File: config.mk
export PLATFORM = sky130hd
export DESIGN_NAME = pc_sequencer
export DESIGN_NICKNAME = d
export VERILOG_FILES = /design/src/rtl/pc_sequencer.sv
export SDC_FILE = /design/constraint.sdc
export NUM_CORES = 1
export LEC_CHECK = 0
export CAP_MARGIN = 20
export CORE_MARGIN = 2
export CORE_UTILIZATION = 30
export CTS_CLUSTER_SIZE = 14
export DETAILED_ROUTE_END_ITERATION = 16
export HOLD_SLACK_MARGIN = 0.06
export PLACE_DENSITY = 0.61
export SYNTH_ARGS = -nofsm -noshare
export SYNTH_HDL_FRONTEND = slang
export SYNTH_SLANG_ARGS = --single-unit
File: constraint.sdc
create_clock -name clk -period 3.7 [get_ports clk]
set_input_delay 0.37 -clock clk [delete_from_list [all_inputs] [get_ports clk]]
set_output_delay 0.37 -clock clk [all_outputs]
set_load 0.05 [all_outputs]
File: src/rtl/pc_sequencer.sv
// Program-counter sequencer driving the push/pop side of the return-address stack.
// Define PC_SEQ_STACK_TRAP_EN to trap stack overflow/underflow into a FAULT state.
module pc_sequencer #(
    parameter int                ADDR_W   = 11,
    parameter int                DEPTH    = 32,
    parameter logic [ADDR_W-1:0] RESET_PC = '0
) (
    input  logic              clk,
    input  logic              rst,
    input  logic              en,
    input  logic [2:0]        op,
    input  logic              cond,
    input  logic [ADDR_W-1:0] target,
    input  logic              clear_fault,
    output logic [ADDR_W-1:0] pc,
    output logic              fetch_valid,
    output logic              push_enable,
    output logic [ADDR_W-1:0] push_data,
    output logic              pop_enable,
    input  logic [ADDR_W-1:0] pop_data,
    output logic [5:0]        depth,
    output logic              fault,
    output logic [1:0]        fault_code
);

    localparam logic [1:0] S_RUN    = 2'd0;
    localparam logic [1:0] S_BUBBLE = 2'd1;
    localparam logic [1:0] S_FAULT  = 2'd2;

    localparam logic [2:0] OP_JMP  = 3'd1;
    localparam logic [2:0] OP_BRC  = 3'd2;
    localparam logic [2:0] OP_CALL = 3'd3;
    localparam logic [2:0] OP_RET  = 3'd4;

    localparam logic [5:0] DEPTH_L = 6'(DEPTH);

    logic [1:0]        r_state, w_state_nx;
    logic [ADDR_W-1:0] r_pc, w_pc_nx, w_pc_inc;
    logic [5:0]        r_depth, w_depth_nx;
    logic              w_accept, w_full, w_empty, w_push, w_pop;
`ifdef PC_SEQ_STACK_TRAP_EN
    logic [1:0]        r_code, w_code_nx;
`endif

    always_comb begin
        w_pc_inc   = r_pc + ADDR_W'(1);
        w_accept   = en && (r_state == S_RUN);
        w_full     = (r_depth == DEPTH_L);
        w_empty    = (r_depth == 6'd0);
        w_push     = 1'b0;
        w_pop      = 1'b0;
        w_pc_nx    = r_pc;
        w_depth_nx = r_depth;
        w_state_nx = r_state;
`ifdef PC_SEQ_STACK_TRAP_EN
        w_code_nx  = r_code;
`endif
        case (r_state)
            S_RUN: begin
                if (w_accept) begin
                    case (op)
                        OP_JMP: begin
                            w_pc_nx    = target;
                            w_state_nx = S_BUBBLE;
                        end
                        OP_BRC: begin
                            if (cond) begin
                                w_pc_nx    = target;
                                w_state_nx = S_BUBBLE;
                            end else begin
                                w_pc_nx = w_pc_inc;
                            end
                        end
                        OP_CALL: begin
                            if (!w_full) begin
                                w_push     = 1'b1;
                                w_pc_nx    = target;
                                w_depth_nx = r_depth + 6'd1;
                                w_state_nx = S_BUBBLE;
                            end else begin
`ifdef PC_SEQ_STACK_TRAP_EN
                                w_state_nx = S_FAULT;
                                w_code_nx  = 2'b01;
`else
                                w_pc_nx    = target;
                                w_state_nx = S_BUBBLE;
`endif
                            end
                        end
                        OP_RET: begin
                            // pop_data is the live top-of-stack, consumed before the pop edge
                            if (!w_empty) begin
                                w_pop      = 1'b1;
                                w_pc_nx    = pop_data;
                                w_depth_nx = r_depth - 6'd1;
                                w_state_nx = S_BUBBLE;
                            end else begin
`ifdef PC_SEQ_STACK_TRAP_EN
                                w_state_nx = S_FAULT;
                                w_code_nx  = 2'b10;
`else
                                w_pc_nx    = w_pc_inc;
`endif
                            end
                        end
                        default: w_pc_nx = w_pc_inc;
                    endcase
                end
            end
            S_BUBBLE: w_state_nx = S_RUN;
            S_FAULT: begin
                if (clear_fault) begin
                    w_state_nx = S_RUN;
`ifdef PC_SEQ_STACK_TRAP_EN
                    w_code_nx  = 2'b00;
`endif
                end
            end
            default: w_state_nx = S_RUN;
        endcase
    end

    always_ff @(posedge clk) begin
        if (rst) begin
            r_state <= S_RUN;
            r_pc    <= RESET_PC;
            r_depth <= 6'd0;
        end else begin
            r_state <= w_state_nx;
            r_pc    <= w_pc_nx;
            r_depth <= w_depth_nx;
        end
    end

`ifdef PC_SEQ_STACK_TRAP_EN
    always_ff @(posedge clk) begin
        if (rst) r_code <= 2'b00;
        else     r_code <= w_code_nx;
    end

    assign fault      = (r_state == S_FAULT);
    assign fault_code = r_code;
`else
    assign fault      = 1'b0;
    assign fault_code = 2'b00;
`endif

    assign pc          = r_pc;
    assign fetch_valid = (r_state == S_RUN);
    assign push_enable = w_push;
    assign push_data   = w_pc_inc;
    assign pop_enable  = w_pop;
    assign depth       = r_depth;

endmodule

==> results of run 1 <==
[through the flow]
step	worst slack [ns]	hold WS [ns]	cells
after global routing	0.7673	0.5694	262
after CTS	0.8464	0.5304	262
after detailed placement	0.7414	0.5173	258
after global placement	0.8388	0.5087	258
after floorplan	1.036	0.5661	159
final	0.8546	0.5375	262
[registers in the layout, summed over array words and instances (netlist names)]
register	cells
pc	11
depth	6
r_state	1
[tightest hold or removal path: stages (launching register included)]
cell and delay, ns:
dfxtp_1 0.34, nor2_1 0.11, a211oi_1 0.05
[cell families (layout without fill, tap and decap cells)]
| family | count (synthesis) | count (layout) |
|---|---|---|
| other | 1 | 3 |
| buffers and inverters | 17 | 70 |
| adder cells (fa/ha/maj) | 6 | 6 |
| AO/OA/AOI/OAI | 35 | 35 |
| XOR/XNOR | 12 | 12 |
| flip-flops | 18 | 18 |
| multiplexers | 6 | 6 |
| AND/OR/NAND/NOR | 62 | 62 |
[metal layers]
| metal | global-route usage | part of all wire | vias up | wire, um |
|---|---|---|---|---|
| met5 | 0 | 0 | - | 0 |
| met4 | 0.05882 | 0.0026 | 0 | 10 |
| met3 | 0.02907 | 0.066 | 2 | 253 |
| met2 | 0.2788 | 0.50 | 52 | 1927 |
| met1 | 0.1897 | 0.43 | 622 | 1628 |
| li1 | - | - | 676 | - |
[final cells by class]
| type | count | share of cell area |
|---|---|---|
| multi-input combinational | 124 | 0.4353 |
| tap | 50 | 0.03205 |
| inverter | 5 | 0.009615 |
| sequential | 18 | 0.1846 |
| timing repair buffer | 61 | 0.3103 |
| clock buffer | 4 | 0.02821 |
[report_power, final]
part           internal (mW)  switching (mW)
Combinational         0.0941           0.149
Sequential             0.206          0.0180
Clock                 0.0945          0.0686
Total                  0.394           0.236
[worst min-delay path by stage]
stage / start / to / slack, ns / depth (start not counted)
2_1_floorplan: r_state[0] / pc[6] / 0.57 / 3
3_3_place_gp: pc[10] / pc[10] / 0.51 / 2
3_5_place_dp: pc[10] / pc[10] / 0.52 / 2
4_1_cts: pc[10] / pc[10] / 0.53 / 2
5_1_grt: pc[4] / pc[4] / 0.57 / 2
6_report: pc[10] / pc[10] / 0.54 / 2
[placed cells by master, fill, tap and decap left out]
| master | count |
|---|---|
| clkdlybuf4s50_1 | 59 |
| nor2_1 | 22 |
| dfxtp_1 | 18 |
| nand2_1 | 16 |
| a221oi_1 | 9 |
| a211oi_1 | 9 |
| xnor2_1 | 7 |
| nor3_1 | 7 |
| inv_1 | 5 |
| xor2_1 | 5 |
| a21oi_1 | 5 |
| mux2i_1 | 5 |
| ha_1 | 5 |
| clkbuf_8 | 4 |
| nand3_1 | 3 |
| and2_1 | 3 |
| a221o_1 | 3 |
| conb_1 | 3 |
| nand4_1 | 2 |
| a31oi_1 | 2 |
| nor4_1 | 2 |
| a21o_1 | 2 |
| o21ai_0 | 2 |
| buf_4 | 2 |
| or3b_4 | 1 |
| and4_1 | 1 |
| and3_1 | 1 |
| nor2b_1 | 1 |
| nor4_4 | 1 |
| a31oi_4 | 1 |
| nor3b_1 | 1 |
| a311oi_1 | 1 |
| o21ai_4 | 1 |
| or3_1 | 1 |
| mux2_2 | 1 |
| fa_1 | 1 |
==> results.ini, run 1 <==
[drt]
drt_iter0_drc = 130
drc = 0
first_pass_iters = 4
detail-route-antenna-nets = 0
avgViaCountPerCell = 5.160
vias = 1352
wl_um = 3819
wl_per_cell_um = 14.58

[critical_path]
slowest_delay_ns = 0.81
cp_top_family = buffers and inverters
reg2reg_from = depth[1]
crit_buf_inv = 2
reg2reg_depth = 6
setup.worst_path.start_class = input pin
endpoint = pop_enable
cp.required_ns = 3.33
startpoint = op[2]
cp_common_cell = clkdlybuf4s50_1
crit_cells = 5
crit_path_max_fanout = 6
path_cells = clkdlybuf4s50_1 > or3b_4 > a31oi_4 > and2_1 > clkdlybuf4s50_1
cpMaxStageDelayCell = clkdlybuf4s50_1
crit_arrival_ns = 2.48
crit_path_end_kind = primary output
worstReg2RegEnd = pc[2]
rrSetupSlack_ns = 1.32
critical_path_class = in2out

[finish]
areaGrowthSynthToFinish_pct = 51.31
seq_area_sq_um = 360.3
multi_input_comb_area_sq_um = 849.6
fillers = 392
nets = 249
drive_gt1_frac = 0.05189
fin_area_sq_um = 1952
final_core_util = 0.4810
diodes = 0

[global_route]
grt_pass1_wl_um = 6279
grt_max_degree = 20
grtUsageTotal = 0.1581
antenna_found_initial = 0
grt_pass1_vias = 1349
gr-total-overflow = 0

[placed_design]
dp_hpwl_um = 2918
place_congestion = 0.7559
dpl-instance-area_sq_um = 1897
io_buffers = 59

[clock_tree]
htree_levels = 1
cts_tree = done
cts_buffer_depth = 2
clkLatencyLatePin_ns = 0.25
ctsRootBufferMaster = clkbuf_8
cts_hold_buf = 0
cts_made_buffers = 3
clock-sinks = 18
ctsResizeCount = 0
cts_setup_buffers = 0
clkTransAtPathRegs_ns = 0.07

[yosys]
synth_edf_count = 0
netlist_area_sq_um = 1290
synthCells = 157
synthTopCellsByCount = nor2_1, dfxtp_1, nand2_1, a211oi_1, a221oi_1
synth_compound_area_frac = 0.2211
synth_cell_types = 38
async_flop_share = 0
muxShareOfSynthArea = 0.04753
synth_xor_area_frac = 0.08147
yosys.area_share.simple = 0.2357
yosys_warnings = 0
ys_seq_elements = 18
synth_top_family_by_area = simple AND/OR/NAND/NOR gates
netlist.area_leader.share = 0.2793
ys_seq_area_frac = 0.2793
synth_ff_type = dfxtp_1
synthTopCellsByArea = dfxtp_1, nor2_1, a221oi_1, a211oi_1, ha_1
synth_adder_area_share = 0.06402
yosysMostFrequentCell = nor2_1
yosysTopAreaCell = dfxtp_1
avgSynthCellArea_sq_um = 8.216

[timing]
rsz0062_at_grt = false
setup_tns_ns = 0
tightest_slew_ns = 0.8897
setup_viol = 0
drv_slew = 0
finalCriticalPeriod_ns = 2.845
max_slew_margin = 0.4047
fin_worst_skew_ns = 0.0007336
hold_viol_final = 0
period_share = 0.7690
fmax_mhz = 351.4

[power_and_ir_drop]
irDropWorstVdd_mv = 0.1179
p_total_mw = 0.6300
p_leak_nw = 0.7806
powerDensity_nw_per_um2 = 322.8

[floorplanning]
rows = 23
io_pins = 64
start_util = 0.3179
die_y_um = 69.58
die_x_um = 69.58
dieArea_sq_um = 4841
core_sq_um = 4058

[status]
run_status = finished, final reports clean

[job]
maxCapViolations = 0

[hold_path]
min_path_type = reg2reg

Power figures use the tool's default switching activity.
==> run 2, diff against run 1 <==
--- a/config.mk
+++ b/config.mk
@@ -11,7 +11,7 @@
 export CTS_CLUSTER_SIZE = 14
 export DETAILED_ROUTE_END_ITERATION = 16
 export HOLD_SLACK_MARGIN = 0.06
-export PLACE_DENSITY = 0.61
+export PLACE_DENSITY = 0.63
 export SYNTH_ARGS = -nofsm -noshare
 export SYNTH_HDL_FRONTEND = slang
 export SYNTH_SLANG_ARGS = --single-unit
==> constraint.sdc (replaced) <==
create_clock -name clk -period 2.6 [get_ports clk]
set_input_delay 0.26 -clock clk [delete_from_list [all_inputs] [get_ports clk]]
set_output_delay 0.26 -clock clk [all_outputs]
set_load 0.05 [all_outputs]
==> run 2 against run 1 <==
Compared with the run above: via count stayed put; register-to-register slack worse by 0.98 ns; total power increased by 44%; largest power group unchanged; sequential cell count did not move; final area increased by 4.2%; first-iteration DRC count fell by 38%; wire length is 4.0% lower; cell count grew 3.8%; largest cell class unchanged.
==> results.ini, run 2 (same netlist as run 1, synthesis figures left out) <==
[drt]
wl_um = 3666  ; -4.0%
wl_met3_um = 255  ; +0.79%
vias = 1352  ; unchanged
wl_met2_um = 1724  ; -11%
wl_per_cell_um = 13.48  ; -7.5%
drc = 0  ; unchanged
drt-met1-wl_um = 1679  ; +3.1%
drt_iter0_drc = 81  ; -38%
top_layer = met4
detail-route-antenna-nets = 0  ; unchanged
first_pass_iters = 4  ; unchanged
avgViaCountPerCell = 4.971  ; -3.7%

[power_and_ir_drop]
irDropWorstVdd_mv = 0.2156  ; +83%
p_leak_nw = 0.8499  ; +8.9%
powerDensity_nw_per_um2 = 445.6  ; +38%

[timing]
hold_viol_final = 0  ; unchanged
fin_worst_skew_ns = 0.003246  ; +0.002513 ns
setup_tns_ns = 0  ; unchanged
finalCriticalPeriod_ns = 2.413
drv_slew = 0  ; unchanged
setup_viol = 0  ; unchanged
period_share = 0.9281
fmax_mhz = 414.4
rsz0062_at_grt = false
max_slew_margin = 0.4389  ; +0.03429
tightest_slew_ns = 0.8385  ; -0.05124 ns

[clock_tree]
ctsResizeCount = 0  ; unchanged
htree_levels = 1  ; unchanged
clkLatencyLatePin_ns = 0.26  ; about the same
cts_buffer_depth = 2  ; unchanged
cts_setup_buffers = 0  ; unchanged
cts_tree = done
clkTransAtPathRegs_ns = 0.07  ; about the same
cts_made_buffers = 3  ; unchanged
ctsRootBufferMaster = clkbuf_8
cts_hold_buf = 0  ; unchanged
clock-sinks = 18  ; unchanged

[hold_path]
min_path_type = reg2reg
min_from = pc[10]

[floorplanning]
die_x_um = 69.58  ; unchanged
start_util = 0.3179  ; unchanged
core_sq_um = 4058  ; unchanged
rows = 23  ; unchanged
die_y_um = 69.58  ; unchanged
io_pins = 64  ; unchanged
dieArea_sq_um = 4841  ; unchanged

[placed_design]
dp_hpwl_um = 2766  ; -5.2%
place_congestion = 0.7289  ; -3.6%
io_buffers = 59  ; unchanged

[critical_path]
rrSetupSlack_ns = 0.34  ; -0.98 ns
critical_path_class = reg2out
cpMaxStageDelayCell = clkdlybuf4s50_1
startpoint = pc[4]
reg2reg_from = depth[1]
crit_arrival_ns = 2.15  ; -0.33 ns
setup.worst_path.start_class = flip-flop
slowest_delay_ns = 0.85  ; +0.04 ns
cp_top_family = buffers and inverters
crit_path_max_fanout = 5  ; -1
path_cells = nand3_1 > nor3_1 > xor2_1 > clkdlybuf4s50_1
cp.required_ns = 2.34  ; -0.99 ns
crit_path_end_kind = primary output
crit_buf_inv = 1  ; -1

[global_route]
antenna_found_initial = 0  ; unchanged
grt_pass1_wl_um = 5975  ; -4.8%
gr-total-overflow = 0  ; unchanged
grt_pass1_vias = 1261  ; -6.5%
grtUsageTotal = 0.1503  ; -0.007785
grt_max_degree = 20  ; unchanged

[finish]
layout_commonest_cell = clkdlybuf4s50_1
drive_gt1_frac = 0.1216  ; +0.06973
layout_common_cells = clkdlybuf4s50_1, nor2_1, dfxtp_1
nets = 259  ; +4.0%
areaGrowthSynthToFinish_pct = 57.71
diodes = 0  ; unchanged
largest_reg_flops = 11  ; unchanged
final_core_util = 0.5014  ; +0.02035

[status]
run_status = finished, final reports clean

[job]
maxCapViolations = 0  ; unchanged

-- run 2: changes by cell type in the layout (fill, tap and decap cells not counted), sizes merged --
| cell | delta |
|---|---|
| buf | +15 |
| clkdlybuf4s50 | -5 |
-- run 2: final cells by class --
type | instances | area, sq um
clock buffer | 4 | 55.05
multi-input combinational | 124 | 857.1
fill | 386 | 2023
inverter | 5 | 18.77
timing repair buffer | 71 | 680.7
sequential | 18 | 360.3
tap | 50 | 62.56
-- run 2: report_power, final --
part	internal [mW]	switching (mW)
Combinational	0.143	0.217
Clock	0.135	0.0974
Sequential	0.293	0.0217
Total	0.570	0.336
-- run 2: worst register-to-register path, delay by kind of cell, from the launching register on --
kind / cells / cell delay [ns]
simple gates: 3 / 1.40
compound gates: 2 / 0.38
flops: 1 / 0.39
-- run 2: per-layer routing --
metal,global-route usage,up-vias
met5,0,-
met4,0.01307,0
met3,0.05233,2
met2,0.2553,42
met1,0.1909,615
li1,-,693
-- run 2: through the flow --
| stage | cell area [sq um] | setup slack (ns) | power, mW | hold slack (ns) | cells |
|---|---|---|---|---|---|
| 4_1_cts | 2034 | 0.1942 | 0.9148 | 0.5439 | 272 |
| 3_5_place_dp | 1979 | -0.01752 | 0.6823 | 0.5349 | 268 |
| 2_1_floorplan | 1305 | 0.01216 | 0.5475 | 0.5359 | 159 |
| 5_1_grt | 2034 | 0.01864 | 0.9501 | 0.5729 | 272 |
| 3_3_place_gp | 1979 | -0.02250 | 0.6803 | 0.5308 | 268 |
| 6_report | 2034 | 0.1870 | 0.9066 | 0.5406 | 272 |
-- run 2: worst paths after layout --
path         depth (start not counted)            to
max                                  4  push_data[7]
min                                  2        pc[10]
max reg2reg                          5         pc[2]
min reg2reg                          2        pc[10]
==> run 3, diff against run 2 <==
--- a/config.mk
+++ b/config.mk
@@ -8,10 +8,12 @@
 export CAP_MARGIN = 20
 export CORE_MARGIN = 2
 export CORE_UTILIZATION = 30
+export CTS_CLUSTER_DIAMETER = 50
 export CTS_CLUSTER_SIZE = 14
 export DETAILED_ROUTE_END_ITERATION = 16
 export HOLD_SLACK_MARGIN = 0.06
 export PLACE_DENSITY = 0.63
+export SLEW_MARGIN = 40
 export SYNTH_ARGS = -nofsm -noshare
 export SYNTH_HDL_FRONTEND = slang
 export SYNTH_SLANG_ARGS = --single-unit
==> run 3 against run 2 <==
Compared with the run above: combinational power about the same; sequential power about the same; die area unchanged; largest power group unchanged; wire length increased by 0.19%; highest routed layer unchanged; total power about the same; clock power about the same.
==> results.ini, run 3 (same netlist as run 1, synthesis figures left out) <==
[global_route]
gr-total-overflow = 0  ; unchanged
grt_pass1_vias = 1261  ; unchanged
grt_max_degree = 20  ; unchanged
antenna_found_initial = 0  ; unchanged
grt_pass1_wl_um = 5975  ; unchanged
grtUsageTotal = 0.1503  ; unchanged

[timing]
rsz0062_at_grt = false
tightest_slew_ns = 0.7579  ; -0.08055 ns
setup_viol = 0  ; unchanged
max_slew_margin = 0.4931  ; +0.05418
drv_slew = 0  ; unchanged
fin_worst_skew_ns = 0.003231  ; -0.00001540 ns
hold_viol_final = 0  ; unchanged
fin_ws_ns = 0.1891  ; +0.002158 ns
fmax_mhz = 414.8  ; about the same
period_share = 0.9273  ; about the same
finalCriticalPeriod_ns = 2.411  ; -0.002158 ns

[finish]
multi_input_comb_area_sq_um = 859.6  ; +0.29%
seq_area_sq_um = 360.3  ; unchanged
largest_reg_flops = 11  ; unchanged
areaGrowthSynthToFinish_pct = 57.90
fin_area_sq_um = 2037  ; +0.12%
nets = 259  ; unchanged
layoutNonFillerInstCount = 272  ; unchanged
fillers = 385  ; -0.26%
drive_gt1_frac = 0.1261  ; +0.004505
diodes = 0  ; unchanged
layout_common_cells = clkdlybuf4s50_1, nor2_1, dfxtp_1
final_core_util = 0.5020  ; +0.0006160
layout_commonest_cell = clkdlybuf4s50_1

[clock_tree]
cts_buffer_depth = 2  ; unchanged
cts_hold_buf = 0  ; unchanged
cts_setup_buffers = 0  ; unchanged
clkLatencyLatePin_ns = 0.26  ; about the same
cts_tree = done
clock-sinks = 18  ; unchanged
ctsRootBufferMaster = clkbuf_8
htree_levels = 1  ; unchanged
cts_made_buffers = 3  ; unchanged
ctsResizeCount = 0  ; unchanged
clkTransAtPathRegs_ns = 0.07  ; about the same

[critical_path]
cpMaxStageDelayCell = clkdlybuf4s50_1
startpoint = pc[4]
path_cells = nand3_1 > nor3_1 > xor2_1 > clkdlybuf4s50_1
setup.worst_path.start_class = flip-flop
rrSetupSlack_ns = 0.58  ; +0.24 ns
cp.required_ns = 2.34  ; about the same
reg2reg_from = depth[1]
reg2reg_depth = 5  ; unchanged
slowest_delay_ns = 0.85  ; about the same
crit_arrival_ns = 2.15  ; about the same
crit_path_max_fanout = 5  ; unchanged
critical_path_class = reg2out
worstReg2RegEnd = pc[2]
endpoint = push_data[7]
crit_path_end_kind = primary output

[drt]
wl_um = 3673  ; +0.19%
drc = 0  ; unchanged
drt_iter0_drc = 85  ; +4.9%
vias = 1349  ; -0.22%
avgViaCountPerCell = 4.960  ; -0.22%
first_pass_iters = 4  ; unchanged
wl_per_cell_um = 13.50  ; +0.19%
detail-route-antenna-nets = 0  ; unchanged

[floorplanning]
die_x_um = 69.58  ; unchanged
rows = 23  ; unchanged
io_pins = 64  ; unchanged
die_y_um = 69.58  ; unchanged
dieArea_sq_um = 4841  ; unchanged
core_sq_um = 4058  ; unchanged
start_util = 0.3179  ; unchanged

[placed_design]
place_congestion = 0.7289  ; unchanged
dpl-instance-area_sq_um = 1979  ; unchanged
dp_hpwl_um = 2766  ; unchanged
dp_cells = 268  ; unchanged
io_buffers = 59  ; unchanged
post-place-ws_ns = -0.01752  ; unchanged

[power_and_ir_drop]
irDropWorstVdd_mv = 0.2157  ; about the same
p_leak_nw = 0.8504  ; about the same
powerDensity_nw_per_um2 = 445.3  ; about the same

[status]
run_status = finished, final reports clean

[hold_path]
min_path_type = reg2reg

[job]
maxCapViolations = 0  ; unchanged

-- run 3: critical path: cells and delay by family, from the launching register on --
kind / cells / cell delay (ns)
flops: 1 / 0.41
simple gates: 2 / 0.39
buf+inv: 1 / 0.85
xor+xnor: 1 / 0.25
-- run 3: routing by layer --
metal  global-route usage  wire, um  up-vias
li1                     -         -      693
met1               0.1909      1688      615
met2               0.2553      1731       39
met3              0.05233       246        2
met4              0.01307         6        0
met5                    0         0        -
-- run 3: worst min path at each step --
stage,startpoint,endpoint,cells past startpoint
2_1_floorplan,target[10],pc[10],2
3_3_place_gp,pc[10],pc[10],2
3_5_place_dp,pc[4],pc[4],2
4_1_cts,pc[10],pc[10],2
5_1_grt,pc[4],pc[4],2
6_report,pc[10],pc[10],2
-- run 3: layout make-up --
type,instances,area share
Clock buffer,4,0.02703
Multi-Input combinational cell,124,0.4220
Sequential cell,18,0.1769
Inverter,5,0.009214
Timing Repair Buffer,71,0.3342
Tap cell,50,0.03071
-- run 3: through the flow --
step                       TNS, ns  hold WS [ns]  power (mW)
after detailed placement  -0.01752        0.5349      0.6823
after global placement    -0.02250        0.5308      0.6803
after global routing             0        0.5729      0.9505
after floorplan                  0        0.5359      0.5475
final                            0        0.5406      0.9070
after CTS                        0        0.5439      0.9148
-- run 3: where the power goes --
part	internal (mW)	switching, mW	total, mW
Clock	0.135	0.0974	0.232
Combinational	0.143	0.218	0.361
Sequential	0.293	0.0216	0.314
